===== config.mk =====
export PLATFORM = sky130hd
export DESIGN_NAME = bcd_countdown_timer_flat
export DESIGN_NICKNAME = d
export VERILOG_FILES = /design/src/rtl/bcd_countdown_timer_if.sv /design/src/rtl/bcd_countdown_timer.sv /design/src/flat_wrapper.sv
export SDC_FILE = /design/constraint.sdc
export NUM_CORES = 1
export LEC_CHECK = 0
export CORE_MARGIN = 3
export CORE_UTILIZATION = 60
export CTS_BUF_LIST = sky130_fd_sc_hd__clkbuf_8
export CTS_CLUSTER_DIAMETER = 100
export DETAILED_ROUTE_END_ITERATION = 8
export DONT_BUFFER_PORTS = 1
export HOLD_SLACK_MARGIN = 0.08
export MAX_ROUTING_LAYER = met4
export PLACE_DENSITY = 0.85
export SLEW_MARGIN = 20
export SYNTH_ARGS = -nofsm -noshare
export SYNTH_HDL_FRONTEND = slang
export SYNTH_SLANG_ARGS = --single-unit

===== constraint.sdc =====
create_clock -name clk -period 3.8 [get_ports clk]
set_input_delay 0.76 -clock clk [delete_from_list [all_inputs] [get_ports clk]]
set_output_delay 0.76 -clock clk [all_outputs]
set_load 0.005 [all_outputs]

===== src/rtl/bcd_countdown_timer_if.sv =====
// Bus bundle for bcd_countdown_timer.
// Purpose: groups the run-control commands, the load value, the direction
//   select and the timer outputs so the prescaler side and the display side
//   connect through one port.
// Signals:
//   tick, load, start, stop, dir : commands driven by the controller (master)
//   load_value [4*DIGITS-1:0]    : packed BCD preset, digit 0 in bits [3:0]
//   count [4*DIGITS-1:0]         : registered packed BCD value
//   running, done, zero          : status back to the controller
// Modports: master = controller / testbench, slave = timer core.
interface bcd_countdown_timer_if #(
  parameter int DIGITS = 4
);
  logic                  tick;
  logic                  load;
  logic [4*DIGITS-1:0]   load_value;
  logic                  start;
  logic                  stop;
  logic                  dir;
  logic [4*DIGITS-1:0]   count;
  logic                  running;
  logic                  done;
  logic                  zero;

  modport master (
    output tick, load, load_value, start, stop, dir,
    input  count, running, done, zero
  );

  modport slave (
    input  tick, load, load_value, start, stop, dir,
    output count, running, done, zero
  );
endinterface


===== src/rtl/bcd_countdown_timer.sv =====
// Multi-digit packed-BCD up/down timer with run-control FSM.
// Purpose: steps a DIGITS-wide BCD count by one on each tick honoured in
//   RUN, with digit-to-digit borrow/carry, terminal detection (all zeros
//   counting down, all nines counting up), a one-cycle done pulse and an
//   optional auto-reload from the last loaded value.
// Ports:
//   clk   : system clock, rising edge
//   rst_n : asynchronous active-low reset
//   bus   : bcd_countdown_timer_if.slave (commands in, count/status out)
// Command priority within a cycle: load > stop > start > tick.
module bcd_countdown_timer #(
  parameter int DIGITS      = 4,
  parameter bit AUTO_RELOAD = 1'b0
) (
  input  logic                         clk,
  input  logic                         rst_n,
  bcd_countdown_timer_if.slave         bus
);

  localparam int CW = 4 * DIGITS;
  localparam logic [CW-1:0] ALL_NINES = {DIGITS{4'h9}};

  typedef enum logic [1:0] {
    IDLE  = 2'd0,
    RUN   = 2'd1,
    PAUSE = 2'd2,
    DONE  = 2'd3
  } state_t;

  state_t        state;
  logic [CW-1:0] count_q;
  logic [CW-1:0] reload_q;
  logic          running_q;
  logic          done_q;
  // Set when an auto-reload count hit its terminal value; the next honoured
  // tick restores reload_q instead of stepping.
  logic          reload_pend;

  // Any digit above 9 is forced to 9 so the count is always valid BCD.
  function automatic logic [CW-1:0] bcd_clamp(input logic [CW-1:0] v);
    logic [CW-1:0] r;
    r = v;
    for (int i = 0; i < DIGITS; i++) begin
      if (v[4*i +: 4] > 4'd9) r[4*i +: 4] = 4'd9;
    end
    return r;
  endfunction

  function automatic logic [CW-1:0] bcd_dec(input logic [CW-1:0] v);
    logic [CW-1:0] r;
    logic          borrow;
    r      = v;
    borrow = 1'b1;
    for (int i = 0; i < DIGITS; i++) begin
      if (borrow) begin
        if (v[4*i +: 4] == 4'd0) begin
          r[4*i +: 4] = 4'd9;
        end else begin
          r[4*i +: 4] = v[4*i +: 4] - 4'd1;
          borrow      = 1'b0;
        end
      end
    end
    return r;
  endfunction

  function automatic logic [CW-1:0] bcd_inc(input logic [CW-1:0] v);
    logic [CW-1:0] r;
    logic          carry;
    r     = v;
    carry = 1'b1;
    for (int i = 0; i < DIGITS; i++) begin
      if (carry) begin
        if (v[4*i +: 4] >= 4'd9) begin
          r[4*i +: 4] = 4'd0;
        end else begin
          r[4*i +: 4] = v[4*i +: 4] + 4'd1;
          carry       = 1'b0;
        end
      end
    end
    return r;
  endfunction

  logic [CW-1:0] step_val;
  logic          step_term;
  logic          cur_term;

  assign step_val  = bus.dir ? bcd_inc(count_q) : bcd_dec(count_q);
  assign step_term = bus.dir ? (step_val == ALL_NINES) : (step_val == '0);
  // Start is refused when the count already sits on the terminal value for
  // the requested direction.
  assign cur_term  = bus.dir ? (count_q == ALL_NINES) : (count_q == '0);

  always_ff @(posedge clk or negedge rst_n) begin
    if (!rst_n) begin
      state       <= IDLE;
      count_q     <= '0;
      reload_q    <= '0;
      running_q   <= 1'b0;
      done_q      <= 1'b0;
      reload_pend <= 1'b0;
    end else begin
      done_q <= 1'b0;
      if (bus.load) begin
        count_q     <= bcd_clamp(bus.load_value);
        reload_q    <= bcd_clamp(bus.load_value);
        state       <= IDLE;
        running_q   <= 1'b0;
        reload_pend <= 1'b0;
      end else if (bus.stop) begin
        if (state == RUN) begin
          state     <= PAUSE;
          running_q <= 1'b0;
        end
      end else if (bus.start) begin
        if (state != RUN && !cur_term) begin
          state     <= RUN;
          running_q <= 1'b1;
        end
      end else if (bus.tick && state == RUN) begin
        if (reload_pend) begin
          count_q     <= reload_q;
          reload_pend <= 1'b0;
        end else begin
          count_q <= step_val;
          if (step_term) begin
            done_q <= 1'b1;
            if (AUTO_RELOAD) begin
              reload_pend <= 1'b1;
            end else begin
              state     <= DONE;
              running_q <= 1'b0;
            end
          end
        end
      end
    end
  end

  assign bus.count   = count_q;
  assign bus.running = running_q;
  assign bus.done    = done_q;
  assign bus.zero    = (count_q == '0);

endmodule


===== src/flat_wrapper.sv =====
// flat-port wrapper written by rule: the top's interface ports become plain ports
module bcd_countdown_timer_flat 
#(
  parameter int DIGITS      = 4,
  parameter bit AUTO_RELOAD = 1'b0
)
  (clk, rst_n, bus_tick, bus_load, bus_load_value, bus_start, bus_stop, bus_dir, bus_count, bus_running, bus_done, bus_zero);
  bcd_countdown_timer_if #(.DIGITS(DIGITS)) bus_i ();
  input  logic clk;
  input  logic rst_n;
  input wire logic [$bits(bus_i.tick)-1:0] bus_tick;
  input wire logic [$bits(bus_i.load)-1:0] bus_load;
  input wire logic [$bits(bus_i.load_value)-1:0] bus_load_value;
  input wire logic [$bits(bus_i.start)-1:0] bus_start;
  input wire logic [$bits(bus_i.stop)-1:0] bus_stop;
  input wire logic [$bits(bus_i.dir)-1:0] bus_dir;
  output wire logic [$bits(bus_i.count)-1:0] bus_count;
  output wire logic [$bits(bus_i.running)-1:0] bus_running;
  output wire logic [$bits(bus_i.done)-1:0] bus_done;
  output wire logic [$bits(bus_i.zero)-1:0] bus_zero;
  assign bus_i.tick = bus_tick;
  assign bus_i.load = bus_load;
  assign bus_i.load_value = bus_load_value;
  assign bus_i.start = bus_start;
  assign bus_i.stop = bus_stop;
  assign bus_i.dir = bus_dir;
  assign bus_count = bus_i.count;
  assign bus_running = bus_i.running;
  assign bus_done = bus_i.done;
  assign bus_zero = bus_i.zero;
  bcd_countdown_timer #(.DIGITS(DIGITS), .AUTO_RELOAD(AUTO_RELOAD)) u_core (.clk(clk), .rst_n(rst_n), .bus(bus_i));
endmodule

* Word-level counts from Yosys, hierarchy flattened
Index checks and enable logic that the tools add are counted.
** Operators by class
- Eq/ne operators :: 9
- Add/subtract/negate cells :: 8
- $lt $le $gt $ge :: 8
- Multiplexer cells :: 62
- Reductions and logical operators :: 14
** Operators by type and width (count)
- 16-bit 2-to-1 mux :: 6
- 4-bit 2-to-1 mux :: 18
- 16-bit == test, second input constant :: 2
- 16-bit logical NOT :: 2
- 1-bit 2-to-1 mux :: 30
- 4-bit by 1-bit adder with 4-bit output, second input constant :: 4
- 4-bit >= comparator, second input constant :: 4
- 4-bit > comparator, second input constant :: 4
- 4-bit logical NOT :: 4
- 2-bit 2-to-1 mux :: 8
- 4-bit by 1-bit subtractor with 4-bit output, second input constant :: 4
- 4-bit nonzero test :: 2
- 5-bit AND reduction :: 1
- 2-bit inequality test, second input constant :: 2
- 4-bit by 2-bit inequality test with 1-bit output, second input constant :: 1
- 4-bit inequality test, second input constant :: 1
- 3-bit by 2-bit inequality test with 1-bit output, second input constant :: 1
- 3-bit AND reduction :: 1
- 2-bit by 1-bit == test with 1-bit output, second input constant :: 1
- 1-bit logical AND :: 2
- 2-bit by 1-bit inequality test with 1-bit output, second input constant :: 1
- 2-bit nonzero test :: 1
- 1-bit logical NOT :: 1
** Storage, ports and cells
- Register bits after elaboration :: 37
- Logic and storage cells :: 107
- Input bits :: 23
- Output and inout bits :: 19

* Logic depth before layout (Yosys ltp)
- Word-level depth :: 14
- Depth in mapped cells :: 11
- Depth with buffers taken out :: 10

* Least setup slack after synthesis
Ideal clock, no wire load.
- Path type :: register -> register
- Start point :: reg u_core.count_q[0] (netlist: u_core.bus.count[0])
- End point :: reg u_core.running_q (netlist: u_core.bus.running)
- Required time :: 3.665 ns
- Path buffers :: 0
- Clock period less this slack :: 2.847 ns
- Path slack :: 0.953 ns
- Setup time :: 0.135 ns
- Stages on the path, launching flop included :: 11
- Arrival time :: 2.712 ns
- Cells stage by stage :: dfrtp_1 inv_1 ha_1 nor3b_4 nand3_4 o31a_1 o32ai_2 nor4b_2 mux2i_1 o41ai_1 a21oi_1
** Between the ends
- Longest elaborated chain between the ends :: 10
- Elaborated cells between the ends (all ways) :: 30
- Classes of those cells :: 2 x add/sub; 1 x order compare; 3 x eq/ne; 17 x mux; 7 x reduce/logical
** RTL lines
- from (decl) :: line bcd_countdown_timer.sv:31 : logic [CW-1:0] count_q;
- from (signal assigned) :: line bcd_countdown_timer.sv:106 : count_q <= bcd_clamp(bus.load_value);
- from (signal assigned) :: line bcd_countdown_timer.sv:123 : count_q <= reload_q;
- from (signal assigned) :: line bcd_countdown_timer.sv:126 : count_q <= step_val;
- 4-bit >= comparator / 4-bit logical NOT (equally long branches) :: line bcd_countdown_timer.sv:74, bcd_countdown_timer.sv:56
- 1-bit 2-to-1 mux, on equally long branches :: line bcd_countdown_timer.sv:74, bcd_countdown_timer.sv:56
- 1-bit 2-to-1 mux, on equally long branches (2 in a row) :: line bcd_countdown_timer.sv:73, bcd_countdown_timer.sv:55
- 4-bit 2-to-1 mux, on equally long branches :: line bcd_countdown_timer.sv:73, bcd_countdown_timer.sv:55
- 16-bit 2-to-1 mux :: line bcd_countdown_timer.sv:89 : assign step_val = bus.dir ? bcd_inc(count_q) : bcd_dec(count_q);
- 16-bit == test / 16-bit logical NOT (equally long branches) :: line bcd_countdown_timer.sv:90 : assign step_term = bus.dir ? (step_val == ALL_NINES) : (step_val == '0);
- 1-bit 2-to-1 mux :: line bcd_countdown_timer.sv:90
- 4-bit nonzero test (no line)
- 5-bit AND reduction (no line) (*)
- to (signal assigned) :: line bcd_countdown_timer.sv:100 : running_q <= 1'b0;
- to (signal assigned) :: line bcd_countdown_timer.sv:109 : running_q <= 1'b0;
- to (signal assigned) :: line bcd_countdown_timer.sv:114 : running_q <= 1'b0;
- to (decl) :: line bcd_countdown_timer.sv:33 : logic running_q;
Every way passes the cells marked *; elsewhere a longest branch is shown, timed or not.
A chain may end at the register's enable or synchronous reset.

* Worst setup path in the final report
- Start point :: reg u_core.count_q[0] (netlist: u_core.bus.count[0])
- End point :: reg u_core.state[1]
** Between the ends
- Longest elaborated chain between the ends :: 10
- Elaborated cells between the ends (all ways) :: 30
- Classes of those cells :: 2 x add/sub; 1 x order compare; 3 x eq/ne; 17 x mux; 7 x reduce/logical
** RTL lines
- 4-bit >= comparator / 4-bit logical NOT (equally long branches) :: line bcd_countdown_timer.sv:74, bcd_countdown_timer.sv:56
- 1-bit 2-to-1 mux, on equally long branches :: line bcd_countdown_timer.sv:74, bcd_countdown_timer.sv:56
- 1-bit 2-to-1 mux, on equally long branches (2 in a row) :: line bcd_countdown_timer.sv:73, bcd_countdown_timer.sv:55
- 4-bit 2-to-1 mux, on equally long branches :: line bcd_countdown_timer.sv:73, bcd_countdown_timer.sv:55
- 16-bit 2-to-1 mux :: line bcd_countdown_timer.sv:89
- 16-bit == test / 16-bit logical NOT (equally long branches) :: line bcd_countdown_timer.sv:90
- 1-bit 2-to-1 mux :: line bcd_countdown_timer.sv:90
- 4-bit nonzero test (no line)
- 5-bit AND reduction (no line) (*)
- to (signal assigned) :: line bcd_countdown_timer.sv:97 : state <= IDLE;
- to (signal assigned) :: line bcd_countdown_timer.sv:108 : state <= IDLE;
- to (signal assigned) :: line bcd_countdown_timer.sv:113 : state <= PAUSE;
- to (decl) :: line bcd_countdown_timer.sv:30 : state_t state;
Marked as above.

==> metrics.md <==
| Metric | Value |
|---|---|
| Status | `completed` |
| Post-Route WL | `5861 µm` |
| Die area | `4353 µm²` |
| Clock buffer count from CTS | `3` |
| Global-route wire length before repair | `9818 µm` |
| Drt via density | `7.022` |
| DRC | `0` |
| IO Port Bufs | `0` |
| Routed vias | `2254` |
| Slew margin rel. | `58.23%` |
| Syn Nets | `320` |
| Initial core utilization | `63.68%` |
| Cell area power density | `286.8 nW/µm²` |
| GP Congestion | `1.004` |
| Fin crit share | `86.73%` |
| Actual slew at the worst max-slew pin | `0.6265 ns` |
| CP Class | `reg -> reg` |
| Antenna cells | `0` |
| 1st-pass router iterations | `5` |
| Largest net degree at the start of global routing | `30` |
| Netlist cell types | `55` |
| Max Slew Vio Count | `0` |
| CTS resizes | `0` |
| Final Util | `65.63%` |
| Clock Latency Late Sink | `0.26 ns` |
| Vias in the first global route | `2025` |
| CTS H-tree depth | `1` |
| IO Count | `42` |
| GRT Util Overall | `29.18%` |
| Synth Instances | `284` |
| Final nets | `312` |
| Layout overhead on the synthesized area | `3.072%` |
| Asr flop ratio synth | `100.0%` |
| HP Class | `in -> async` |
| Register area share after synthesis | `23.19%` |
| Grt ovf | `0` |
| Post-synth EDFFs | `0` |
| Min cycle time layout | `3.296 ns` |
| Worst vdd ir | `315.7 µV` |
| Crit end category | `flip-flop` |
| Commonest non-fill, non-tap cell in the layout | `o21ai_0` |
| Placed cells | `317` |
| Clock transition at the registers of the reported paths | `0.08 ns` |
| Postcts setup bufs | `0` |
| Crit path launch type | `flip-flop` |
| Worst EP arrival | `3.50 ns` |
| Bufs on Longest Clock Path | `2` |
| Clock skew | `0.003323 ns` |
| Final Power | `0.6381 mW` |
| Top post-synthesis cells by area | `dfrtp_1 (23%), ha_1 (7.5%), o21ai_0 (7.0%), nor2_1 (4.3%), inv_1 (3.8%)` |
| Leading area contributor after synthesis | `dfrtp_1` |
| Max Cap Violations | `0` |
| Ys Warns | `0` |
| Critical Path RT | `4.00 ns` |
| Clk sink count | `20` |
| GR peak layer | `met2` |
| Final setup fails | `0` |
| First DRT Iteration DRCs | `258` |
| Row Count | `21` |
| Final hold violations | `0` |
| Post-synthesis register bit count | `20` |
| Die Span Y | `65.98 µm` |
| ANT nets after route | `0` |
| DIE WIDTH | `65.98 µm` |
| Met2 Use GR | `42.68%` |
| P_leak | `0.8613 nW` |
| CTS root buf | `clkbuf_8` |
| Top_reg_cell synth | `dfrtp_1` |
| Non-filler instance count after layout | `321` |
| Cts hold-fix bufs | `0` |
| Post-synth top area share | `23.19%` |
| Met1 Use GR | `41.39%` |
| TNS Setup | `0 ns` |
| TritonCTS clock tree | `yes` |
| Fraction of layout cells with a size suffix above 1 | `5.818%` |
| Most frequent cells in the layout | `o21ai_0 (30), nor2_1 (25), inv_1 (22), dfrtp_1 (20), nand2_1 (18)` |
| GR Util met3 | `5.442%` |
| Unrepaired setup endpoints after global routing | `false` |
| Core area | `3390 µm²` |
| Syn_area_per_cell | `7.600 µm²` |
| WL/cell | `18.26 µm` |
| Critical path peak fanout | `10` |
| Initial antenna violation count | `0` |
| Mapped Area | `2158 µm²` |
| Highest clock rate | `303.4 MHz` |
| DPL Wire Length | `4393 µm` |
routing by layer:
metal,share of wire [%],wire [µm],vias up
met1,43,2514,1041
li1,-,-,1061
met4,1.1,66,0
met2,45,2655,142
met5,0,0,-
met3,11,624,10
registers in the layout (all words and copies together) (netlist names):
register,flops
u_core.bus.count,16
u_core.bus.done,1
u_core.bus.running,1
u_core.state,2
worst max-delay path, cell delays in order (launching register included):
cell,delay [ns]
dfrtp_1,0.49
inv_1,0.20
ha_1,0.31
nor3b_4,0.43
nand3_4,0.18
o31a_1,0.32
o32ai_2,0.32
nor4b_2,0.27
mux2i_1,0.15
o41ai_1,0.36
and3_1,0.19
cell usage after synthesis, types with 4 or more instances:
master / instances
inv_1: 22
a21o_1: 4
nor2_1: 25
mux2i_1: 8
o21ai_0: 30
nand3b_1: 4
buf_2: 4
dfrtp_1: 20
nand3_1: 10
nand4_1: 7
ha_1: 13
and3_1: 4
nand2_1: 18
a211oi_1: 4
nand2b_1: 4
nor3_1: 5
clkbuf_1: 10
a31oi_1: 13
nor4_1: 6
a21oi_1: 16
final timing paths:
kind                                     start                   end  slack, ns  depth (start not counted)
min reg2reg                    u_core.state[0]       u_core.state[0]       0.57                          2
min                                      rst_n       u_core.state[1]       0.19                          0
min in group clk                      bus_load       u_core.state[0]       0.56                          1
max in group asynchronous                rst_n  u_core.bus.count[10]       3.54                          0
max                        u_core.bus.count[0]       u_core.state[1]       0.50                         10
max reg2reg                u_core.bus.count[0]       u_core.state[1]       0.50                         10
final cells by class:
class	instances	area, µm²
Clock buffer	4	55.05
Fill cell	285	1165
Inverter	22	82.58
Multi-Input combinational cell	227	1514
Sequential cell	20	500.5
Tap cell	46	57.56
Timing Repair Buffer	2	15.01
cells by family (layout without fill, tap and decap cells):
kind of cell | count (synthesis) | after routing | synth area share [%]
simple gates | 104 | 104 | 27.83
compound gates | 101 | 101 | 30.67
buf+inv | 37 | 28 | 6.667
flops | 20 | 20 | 23.19
fa+ha+maj | 13 | 13 | 7.536
mux | 8 | 8 | 3.710
xor+xnor | 1 | 1 | 0.4059
where the power goes:
group	leakage (nW)	total (mW)	switching, mW	internal, mW
Clock	0.0288	0.164	0.0714	0.0923
Combinational	0.584	0.200	0.119	0.0807
Sequential	0.249	0.275	0.0456	0.229
through the flow:
stage	setup slack, ns	hold WS [ns]	cell area, µm²
finish	0.5043	0.1874	2225
floorplan	0.9527	0.4644	2158
detailed placement	0.5477	0.4648	2170
global route	0.1333	0.1685	2225
global placement	0.7327	0.4648	2170
CTS	0.5276	0.1884	2225
No activity file was read; power rests on OpenSTA's default activity.
